### src/rtl/dmem_access_pkg.sv
// rtl/dmem_access_pkg.sv - shared types and constants for the MEM-stage data-memory controller
// Purpose: state enum, default timeout load data, and bus-status debug word packing
//          ({state, bus_err, misalign, counter} at debug address 24).
// Ports: none (package).
package dmem_access_pkg;

  typedef enum logic [1:0] {
    ST_IDLE = 2'd0,
    ST_WAIT = 2'd1,
    ST_DONE = 2'd2
  } state_t;

  localparam logic [31:0] ERR_DATA_DEFAULT    = 32'hDEAD_BEEF;
  localparam int          DBG_ADDR_BUS_STATUS = 24;
  localparam int          DBG_CNT_W           = 8;

  function automatic logic [31:0] pack_bus_status(input state_t st, input logic err,
                                                  input logic mis,
                                                  input logic [DBG_CNT_W-1:0] cnt);
    return {20'd0, st, err, mis, cnt};
  endfunction

endpackage

### src/rtl/dmem_access_wdt.sv
// rtl/dmem_access_wdt.sv - saturating bus-timeout counter for the data-memory controller
// Purpose: counts while en is high, clears on clr, saturates at TIMEOUT-1.
// Ports: clk, rst (sync, active-high), clr, en, expired = (count == TIMEOUT-1).
module dmem_wdt #(
  parameter int TIMEOUT = 16
) (
  input  logic clk,
  input  logic rst,
  input  logic clr,
  input  logic en,
  output logic expired
);

  localparam int W = (TIMEOUT > 1) ? $clog2(TIMEOUT) : 1;

  logic [W-1:0] count;

  assign expired = (count == W'(TIMEOUT - 1));

  always_ff @(posedge clk) begin
    if (rst || clr) begin
      count <= '0;
    end else if (en && !expired) begin
      count <= count + 1'b1;
    end
  end

endmodule

### src/rtl/dmem_access.sv
// rtl/dmem_access.sv - MEM-stage data-memory access controller (req/ack bus, stall, timeout)
// Purpose: issues one bus request per load/store, stalls the pipeline until ack or
//          timeout, and registers load data into d. Optional macro DMEM_ALIGN_CHECK_EN
//          rejects misaligned accesses without touching the bus and adds the misalign port.
// Ports: clk, rst (sync, active-high); alu_out, FQ2, RMEM, WMEM, advance from EX/MEM;
//        bus_req/bus_we/bus_addr/bus_wdata/bus_ack/bus_rdata memory bus;
//        d (load data), stall, bus_err, misalign (macro only).
module dmem_access
  import dmem_access_pkg::*;
#(
  parameter int          TIMEOUT  = 16,
  parameter logic [31:0] ERR_DATA = ERR_DATA_DEFAULT
) (
  input  logic        clk,
  input  logic        rst,
  input  logic [31:0] alu_out,
  input  logic [31:0] FQ2,
  input  logic        RMEM,
  input  logic        WMEM,
  input  logic        advance,
  input  logic        bus_ack,
  input  logic [31:0] bus_rdata,
  output logic        bus_req,
  output logic        bus_we,
  output logic [31:0] bus_addr,
  output logic [31:0] bus_wdata,
  output logic [31:0] d,
  output logic        stall,
  output logic        bus_err
`ifdef DMEM_ALIGN_CHECK_EN
  , output logic      misalign
`endif
);

  state_t state, next;
  logic   op, misal, req_c, stall_c, wdt_clr, wdt_en, expired, timeout;

  assign op = RMEM | WMEM;

`ifdef DMEM_ALIGN_CHECK_EN
  assign misal = op && (alu_out[1:0] != 2'b00);
`else
  assign misal = 1'b0;
`endif

  // The request cycle in IDLE is the first stall cycle, so WAIT may last only
  // TIMEOUT-1 cycles for the whole access to cost exactly TIMEOUT stall cycles.
  dmem_wdt #(.TIMEOUT(TIMEOUT - 1)) u_wdt (
    .clk     (clk),
    .rst     (rst),
    .clr     (wdt_clr),
    .en      (wdt_en),
    .expired (expired)
  );

  always_comb begin
    next    = state;
    req_c   = 1'b0;
    stall_c = 1'b0;
    wdt_clr = 1'b0;
    wdt_en  = 1'b0;
    timeout = 1'b0;
    case (state)
      ST_IDLE: begin
        wdt_clr = 1'b1;
        if (op) begin
          stall_c = 1'b1;
          if (misal) begin
            next = ST_DONE;
          end else begin
            req_c = 1'b1;
            next  = bus_ack ? ST_DONE : ST_WAIT;
          end
        end
      end
      ST_WAIT: begin
        req_c   = 1'b1;
        stall_c = 1'b1;
        wdt_en  = 1'b1;
        timeout = !bus_ack && expired;
        if (bus_ack || expired) next = ST_DONE;
      end
      ST_DONE: begin
        // Held until the pipeline advances so a frozen pipeline never replays a store.
        if (advance) next = ST_IDLE;
      end
      default: next = ST_IDLE;
    endcase
  end

  assign bus_req   = req_c & ~rst;
  assign stall     = stall_c & ~rst;
  assign bus_we    = WMEM & bus_req;
  assign bus_addr  = alu_out & 32'hFFFF_FFFC;
  assign bus_wdata = FQ2;

  always_ff @(posedge clk) begin
    if (rst) begin
      state   <= ST_IDLE;
      d       <= '0;
      bus_err <= 1'b0;
    end else begin
      state <= next;
      if (req_c && bus_ack && RMEM) begin
        d <= bus_rdata;
      end else if (timeout && RMEM) begin
        d <= ERR_DATA;
      end
      if (timeout) begin
        bus_err <= 1'b1;
      end else if (state == ST_DONE && advance) begin
        bus_err <= 1'b0;
      end
    end
  end

`ifdef DMEM_ALIGN_CHECK_EN
  always_ff @(posedge clk) begin
    if (rst) begin
      misalign <= 1'b0;
    end else if (state == ST_IDLE && misal) begin
      misalign <= 1'b1;
    end else if (state == ST_DONE && advance) begin
      misalign <= 1'b0;
    end
  end
`endif

endmodule

### config.mk
export PLATFORM = sky130hd
export DESIGN_NAME = dmem_access
export DESIGN_NICKNAME = d
export VERILOG_FILES = /design/src/rtl/dmem_access_pkg.sv /design/src/rtl/dmem_access_wdt.sv /design/src/rtl/dmem_access.sv
export SDC_FILE = /design/constraint.sdc
export NUM_CORES = 1
export LEC_CHECK = 0
export CAP_MARGIN = 20
export CORE_ASPECT_RATIO = 1.2
export CORE_MARGIN = 10
export CORE_UTILIZATION = 29
export CTS_BUF_LIST = sky130_fd_sc_hd__clkbuf_4 sky130_fd_sc_hd__clkbuf_8 sky130_fd_sc_hd__clkbuf_16
export DETAILED_ROUTE_END_ITERATION = 16
export GPL_ROUTABILITY_DRIVEN = 1
export MAX_ROUTING_LAYER = met4
export PLACE_DENSITY = 0.74
export SKIP_CTS_REPAIR_TIMING = 1
export SLEW_MARGIN = 20
export SYNTH_ARGS = -nofsm -noshare
export SYNTH_HDL_FRONTEND = slang
export SYNTH_SLANG_ARGS = --single-unit
### constraint.sdc
create_clock -name clk -period 1.6 [get_ports clk]
set_input_delay 0.32 -clock clk [delete_from_list [all_inputs] [get_ports clk]]
set_output_delay 0.32 -clock clk [all_outputs]
set_load 0.03 [all_outputs]
==> results of run 1 <==
==> state kept, by name (all words and copies together) (netlist names) <==
| signal | count |
|---|---|
| bus_err | 1 |
| state | 2 |
| d | 32 |
| u_wdt.count | 4 |
==> cell type report <==
cell class / instances / area [um^2]
Sequential cell: 39 / 783
Multi-Input combinational cell: 131 / 931
Inverter: 4 / 15.0
Clock buffer: 5 / 68.8
Clock inverter: 3 / 43.8
Timing Repair Buffer: 94 / 1010
Fill cell: 789 / 4830
Tap cell: 92 / 115
==> logic make-up (layout without fill, tap and decap cells) <==
logic type | after synthesis | in the layout | synth area share, %
other | 1 | 2 | 0.160
buffers and inverters | 84 | 106 | 29.5
AOI/OAI and AO/OA | 46 | 46 | 17.9
DFF | 39 | 39 | 33.3
adders and majority gates | 2 | 2 | 1.07
and+or+nand+nor | 81 | 81 | 18.2
==> final timing paths <==
kind	start	end	slack [ns]
setup / recovery	u_wdt.count[0]$_SDFFE_PP0P_	d[28]$_SDFFE_PP0P_	-0.07
hold / removal	rst	state[0]$_SDFFE_PP0P_	0.34
setup reg to reg	u_wdt.count[0]$_SDFFE_PP0P_	d[28]$_SDFFE_PP0P_	-0.07
hold reg to reg	bus_err$_SDFFE_PP0P_	bus_err$_SDFFE_PP0P_	0.47
==> worst max-delay path, stage by stage, from the launching register on <==
cell and delay (ns):
dfxtp_2 0.33, inv_2 0.06, ha_4 0.14, nand3_4 0.07, or4_4 0.60, clkbuf_16 0.20
a211oi_2 0.17
==> layer usage <==
layer	global-route usage, %	vias up	share of wire, %
li1	-	831	-
met1	10.1	773	42
met5	-	-	0
met3	3.67	46	7.6
met2	13.8	77	45
met4	6.98	0	5.3
==> Yosys cell counts <==
library cell and instances:
o21ba_2 1, bufbuf_8 1, o21ai_0 10, buf_6 4, nand3_1 2, ha_1 2, nor2_1 49, nor2b_1 2
and3b_1 1, and2_1 1, conb_1 1, nand2_1 1, and3_2 1, a21oi_1 4, or4_4 1, a211oi_2 20
nor4_1 1, inv_1 4, or4b_2 1, dlygate4sd1_1 1, clkbuf_8 5, or3_2 1, o21bai_1 1, nand3_2 1
buf_4 65, o311ai_0 2, dfxtp_1 39, a311oi_1 1, o31ai_1 1, o41ai_1 2, clkbuf_1 2, nand2b_4 1
buf_12 2, nand3b_1 18, a211oi_1 4
==> report_power, final <==
part	internal [mW]	switching [mW]	leakage (nW)
clock	0.465	0.364	0.0581
sequential	1.03	0.0286	0.321
combinational	0.264	0.300	1.23
total	1.76	0.693	1.61
==> metrics.cfg, run 1 <==
[run_status]
status = finished with violations
violations = negative setup slack

[finish]
area_growth_pct = 26.5
postLayoutCellArea_um2 = 2970
layout_commonest_cell = nor2_1
drive_gt1_share_pct = 24.3
insertedDiodeCount = 0
num-nets-final = 379
layout_common_cells = nor2_1 (49), dfxtp_1 (37), dlymetal6s2s_1 (35)
utilization_pct = 38.1
final_cells = 368

[sta]
final_max_slew_viol_count = 0
layout_setup_ws_ns = -0.0671
fin_crit_sh_pct = 104
relSlewSlack_pct = 63.8
hold_slack_ns = 0.338
fin_tns_setup_ns = -1.14
max_freq_ghz = 0.600
setup_viol = 24
rsz0062_at_grt = yes
hold_viol = 0
period_minus_slack_ns = 1.67
clock_skew_ns = 0.00696
worstMarginPinSlew_ns = 0.542

[drt]
ant_nets = 0
wire_per_inst_um = 16.8
route.detailed.drc = 0
drt_iter0_drc = 25
wl_um = 6180
first_pass_iters = 4
vias = 1727
avgViaCountPerCell = 4.69

[cts]
tritoncts = done
cts_buffers = 5
htree_levels = 2
clkSlewWorstSetupHoldPaths_ns = 0.08
root_buffer = clkbuf_8
cts_max_path_buffers = 2
clkSinkCount = 39
insertion_delay_ns = 0.28

[critical_path]
cp-start-kind = flip-flop
r2r_cells = 6
end_kind = flip-flop
crit_required_ns = 1.80
critPathArrivalTime_ns = 1.87
critPathMaxFanout = 6
critPathKind = reg2reg

[worst_hold_path]
hp-class = in2reg
holdPathStages = 4

[grt]
antenna_found_initial = 0
grt_pass1_vias = 1789
grt_pass1_wl_um = 8990
overflow = 0
grt_usage_pct = 9.47
grt_max_degree = 45

[synthesis]
synth.distinct_cells = 35
syn_inst = 253
yosysTopAreaCell = dfxtp_1
synth.area.top_cells = dfxtp_1 (33%), buf_4 (21%), a211oi_2 (11%), nor2_1 (7.8%), nand3b_1 (5.8%)
yosysSeqAreaShare_pct = 33.3
synth_top_area_share_pct = 33.3
syn_area_um2 = 2350
ys_warn_count = 0
syn_avg_cell_area_um2 = 9.28
synth.ff_latch_count = 39

[floorplan]
core_area_um2 = 7790
dieWidth_um = 102
fp-row-count = 35
fp.dieH_um = 119
io_pins = 202
die_area_um2 = 12100
initial_utilization_pct = 30.1

[pwr]
leakage_nw = 1.61
p_per_area_nw_per_um2 = 826
peakVddDrop_mv = 0.351
power_mw = 2.45

[placed_design]
dpl_worst_slack_ns = -0.592
io_buffers = 73
placed_cell_area_um2 = 2670
routabilityCongestion = 0.740
hpwl_um = 4280
dp_cells = 355

[run]
cap_violations = 0

(Power assumes the default switching activity.)
==> inputs of run 2 (changes only) <==
--- a/config.mk
+++ b/config.mk
@@ -8,12 +8,13 @@
 export CAP_MARGIN = 20
 export CORE_ASPECT_RATIO = 1.2
 export CORE_MARGIN = 10
-export CORE_UTILIZATION = 29
+export CORE_UTILIZATION = 32
 export CTS_BUF_LIST = sky130_fd_sc_hd__clkbuf_4 sky130_fd_sc_hd__clkbuf_8 sky130_fd_sc_hd__clkbuf_16
 export DETAILED_ROUTE_END_ITERATION = 16
 export GPL_ROUTABILITY_DRIVEN = 1
 export MAX_ROUTING_LAYER = met4
-export PLACE_DENSITY = 0.74
+export PLACE_DENSITY = 0.77
+export REMOVE_ABC_BUFFERS = 1
 export SKIP_CTS_REPAIR_TIMING = 1
 export SLEW_MARGIN = 20
 export SYNTH_ARGS = -nofsm -noshare
==> constraint.sdc (replaced) <==
create_clock -name clk -period 1.7 [get_ports clk]
set_input_delay 0.34 -clock clk [delete_from_list [all_inputs] [get_ports clk]]
set_output_delay 0.34 -clock clk [all_outputs]
set_load 0.03 [all_outputs]
==> metrics.cfg, run 2 (synthesis gave the netlist of run 1 again) <==
[sta]
setup_viol = 0  ; -100%
rsz0062_at_grt = yes
relSlewSlack_pct = 65.3  ; +1.5 points
fin_tns_setup_ns = 0  ; +1.14 ns
clock_skew_ns = 0.00482  ; -0.00213 ns
hold_viol = 0  ; unchanged
max_freq_ghz = 0.589  ; -1.8%
worstMarginPinSlew_ns = 0.520  ; -0.0222 ns
period_minus_slack_ns = 1.70  ; +0.0298 ns
fin_crit_sh_pct = 99.8  ; -4.4 points
layout_setup_ws_ns = 0.00301  ; +0.0702 ns
final_max_slew_viol_count = 0  ; unchanged
hold_slack_ns = 0.452  ; +0.115 ns

[grt]
grt_pass1_wl_um = 13900  ; +54%
overflow = 0  ; unchanged
antenna_found_initial = 0  ; unchanged
use_met3_pct = 24.7  ; +21 points
grt_max_degree = 45  ; unchanged
grt_pass1_vias = 1887  ; +5.5%
grt_use_met1_pct = 16.6  ; +6.5 points
top_usage_layer = met3
grt_usage_pct = 17.4  ; +8.0 points
globalRouteMet2Util_pct = 20.1  ; +6.3 points

[finish]
area_growth_pct = 23.6
top_regs = d: 32 flops, u_wdt.count: 4 flops, state: 2 flops
insertedDiodeCount = 0  ; unchanged
layout_commonest_cell = clkdlybuf4s50_1
top_register = d
layout_common_cells = clkdlybuf4s50_1 (56), nor2_1 (49), dfxtp_1 (37)
num-nets-final = 379  ; unchanged
drive_gt1_share_pct = 24.6  ; +0.36 points
largest_register_ffs = 32  ; unchanged
n_fill_cell = 691  ; -12%

[drt]
vias = 1877  ; +8.7%
avgViaCountPerCell = 5.13  ; +9.3%
drt_iter0_drc = 28  ; +12%
route.detailed.drc = 0  ; unchanged
ant_nets = 0  ; unchanged
wire_per_inst_um = 27.9  ; +66%
first_pass_iters = 4  ; unchanged
wl_um = 10200  ; +65%

[cts]
clkSinkCount = 39  ; unchanged
insertion_delay_ns = 0.29  ; about the same
tritoncts = done
htree_levels = 2  ; unchanged
root_buffer = clkbuf_8
cts_max_path_buffers = 2  ; unchanged
cts_buffers = 5  ; unchanged
clkSlewWorstSetupHoldPaths_ns = 0.08  ; about the same

[placed_design]
dpl_worst_slack_ns = -0.434  ; +0.158 ns
hpwl_um = 8370  ; +96%
io_buffers = 73  ; unchanged
routabilityCongestion = 0.801  ; +8.4%

[floorplan]
fp.dieH_um = 114  ; -4.0%
initial_utilization_pct = 32.6  ; +2.5 points
fp-row-count = 34  ; -2.9%
dieWidth_um = 98.2  ; -3.9%
core_area_um2 = 7190  ; -7.8%
die_area_um2 = 11200  ; -7.7%
io_pins = 202  ; unchanged

[critical_path]
critPathArrivalTime_ns = 1.90  ; +0.03 ns
crit_required_ns = 1.90  ; +0.10 ns
critPathMaxFanout = 10  ; +4
cp-start-kind = flip-flop
critPathKind = reg2reg
end_kind = flip-flop

[run_status]
status = finished, final reports clean

[pwr]
p_switching_mw = 0.652  ; -5.9%
power_frac_seq_pct = 45.9  ; +2.7 points
p_sw_share_pct = 30.0  ; +1.8 points
p_per_area_nw_per_um2 = 748  ; -9.4%
clkPwrFrac_pct = 28.6  ; -5.2 points
leakage_nw = 1.26  ; -22%
intPower_mw = 1.52  ; -14%
comb_power_share_pct = 25.5  ; +2.5 points
peakVddDrop_mv = 0.370  ; +5.6%

[run]
cap_violations = 0  ; unchanged

[worst_hold_path]
hp-class = in2reg

-- run 2: cell count changes in the layout (fill, tap and decap cells not counted), sizes merged --
cell	delta
buf	+1
bufinv	-1
clkbuf	-1
clkinv	+1
clkdlybuf4s50	+22
dlymetal6s2s	-22
-- run 2: metrics by stage --
step / util, % / instance area, um^2 / total power, mW / instances
after floorplan: - / 1670 / 1.28 / 174
after global placement: 37.5 / 2700 / 1.56 / 355
after detailed placement: 37.5 / 2700 / 1.57 / 355
after CTS: 38.7 / 2780 / 2.20 / 363
after global routing: 40.3 / 2900 / 2.28 / 366
final: 40.3 / 2900 / 2.17 / 366
-- run 2: path summary, 6_finish.rpt --
path / from / endpoint / slack (ns) / cells past startpoint
max: u_wdt.count[0]$_SDFFE_PP0P_ / d[10]$_SDFFE_PP0P_ / 0.003 / 6
max reg2reg: u_wdt.count[0]$_SDFFE_PP0P_ / d[10]$_SDFFE_PP0P_ / 0.003 / 6
min: rst / state[0]$_SDFFE_PP0P_ / 0.45 / 5
min reg2reg: bus_err$_SDFFE_PP0P_ / bus_err$_SDFFE_PP0P_ / 0.47 / 2
-- run 2: area by class of cell --
type | instances | area (um^2) | area share (%)
Clock buffer | 5 | 68.8 | 2.37
Clock inverter | 3 | 15.0 | 0.518
Inverter | 4 | 15.0 | 0.518
Multi-Input combinational cell | 131 | 911 | 31.4
Sequential cell | 39 | 783 | 27.0
Tap cell | 90 | 113 | 3.88
Timing Repair Buffer | 94 | 995 | 34.3
-- run 2: power groups by stage --
stage / logic (mW) / registers (mW) / clock network (mW)
2_1_floorplan: 0.159 / 1.12 / 0
3_3_place_gp: 0.547 / 1.02 / 0
3_5_place_dp: 0.554 / 1.02 / 0
4_1_cts: 0.558 / 0.997 / 0.642
5_1_grt: 0.594 / 1.00 / 0.682
6_report: 0.554 / 0.996 / 0.620
-- run 2: per-layer routing --
layer	routed length, um	vias to the layer above	share of wire, %
met5	0	-	0
met4	65	0	0.64
met3	2890	7	28
met2	3640	182	36
met1	3620	856	35
li1	-	832	-
-- run 2: worst max-delay path, stage by stage (launching register included) --
cell and delay, ns:
dfxtp_2 0.33, inv_2 0.07, ha_4 0.13, nand3_2 0.08
or4_4 0.59, clkbuf_16 0.21, a211oi_2 0.20
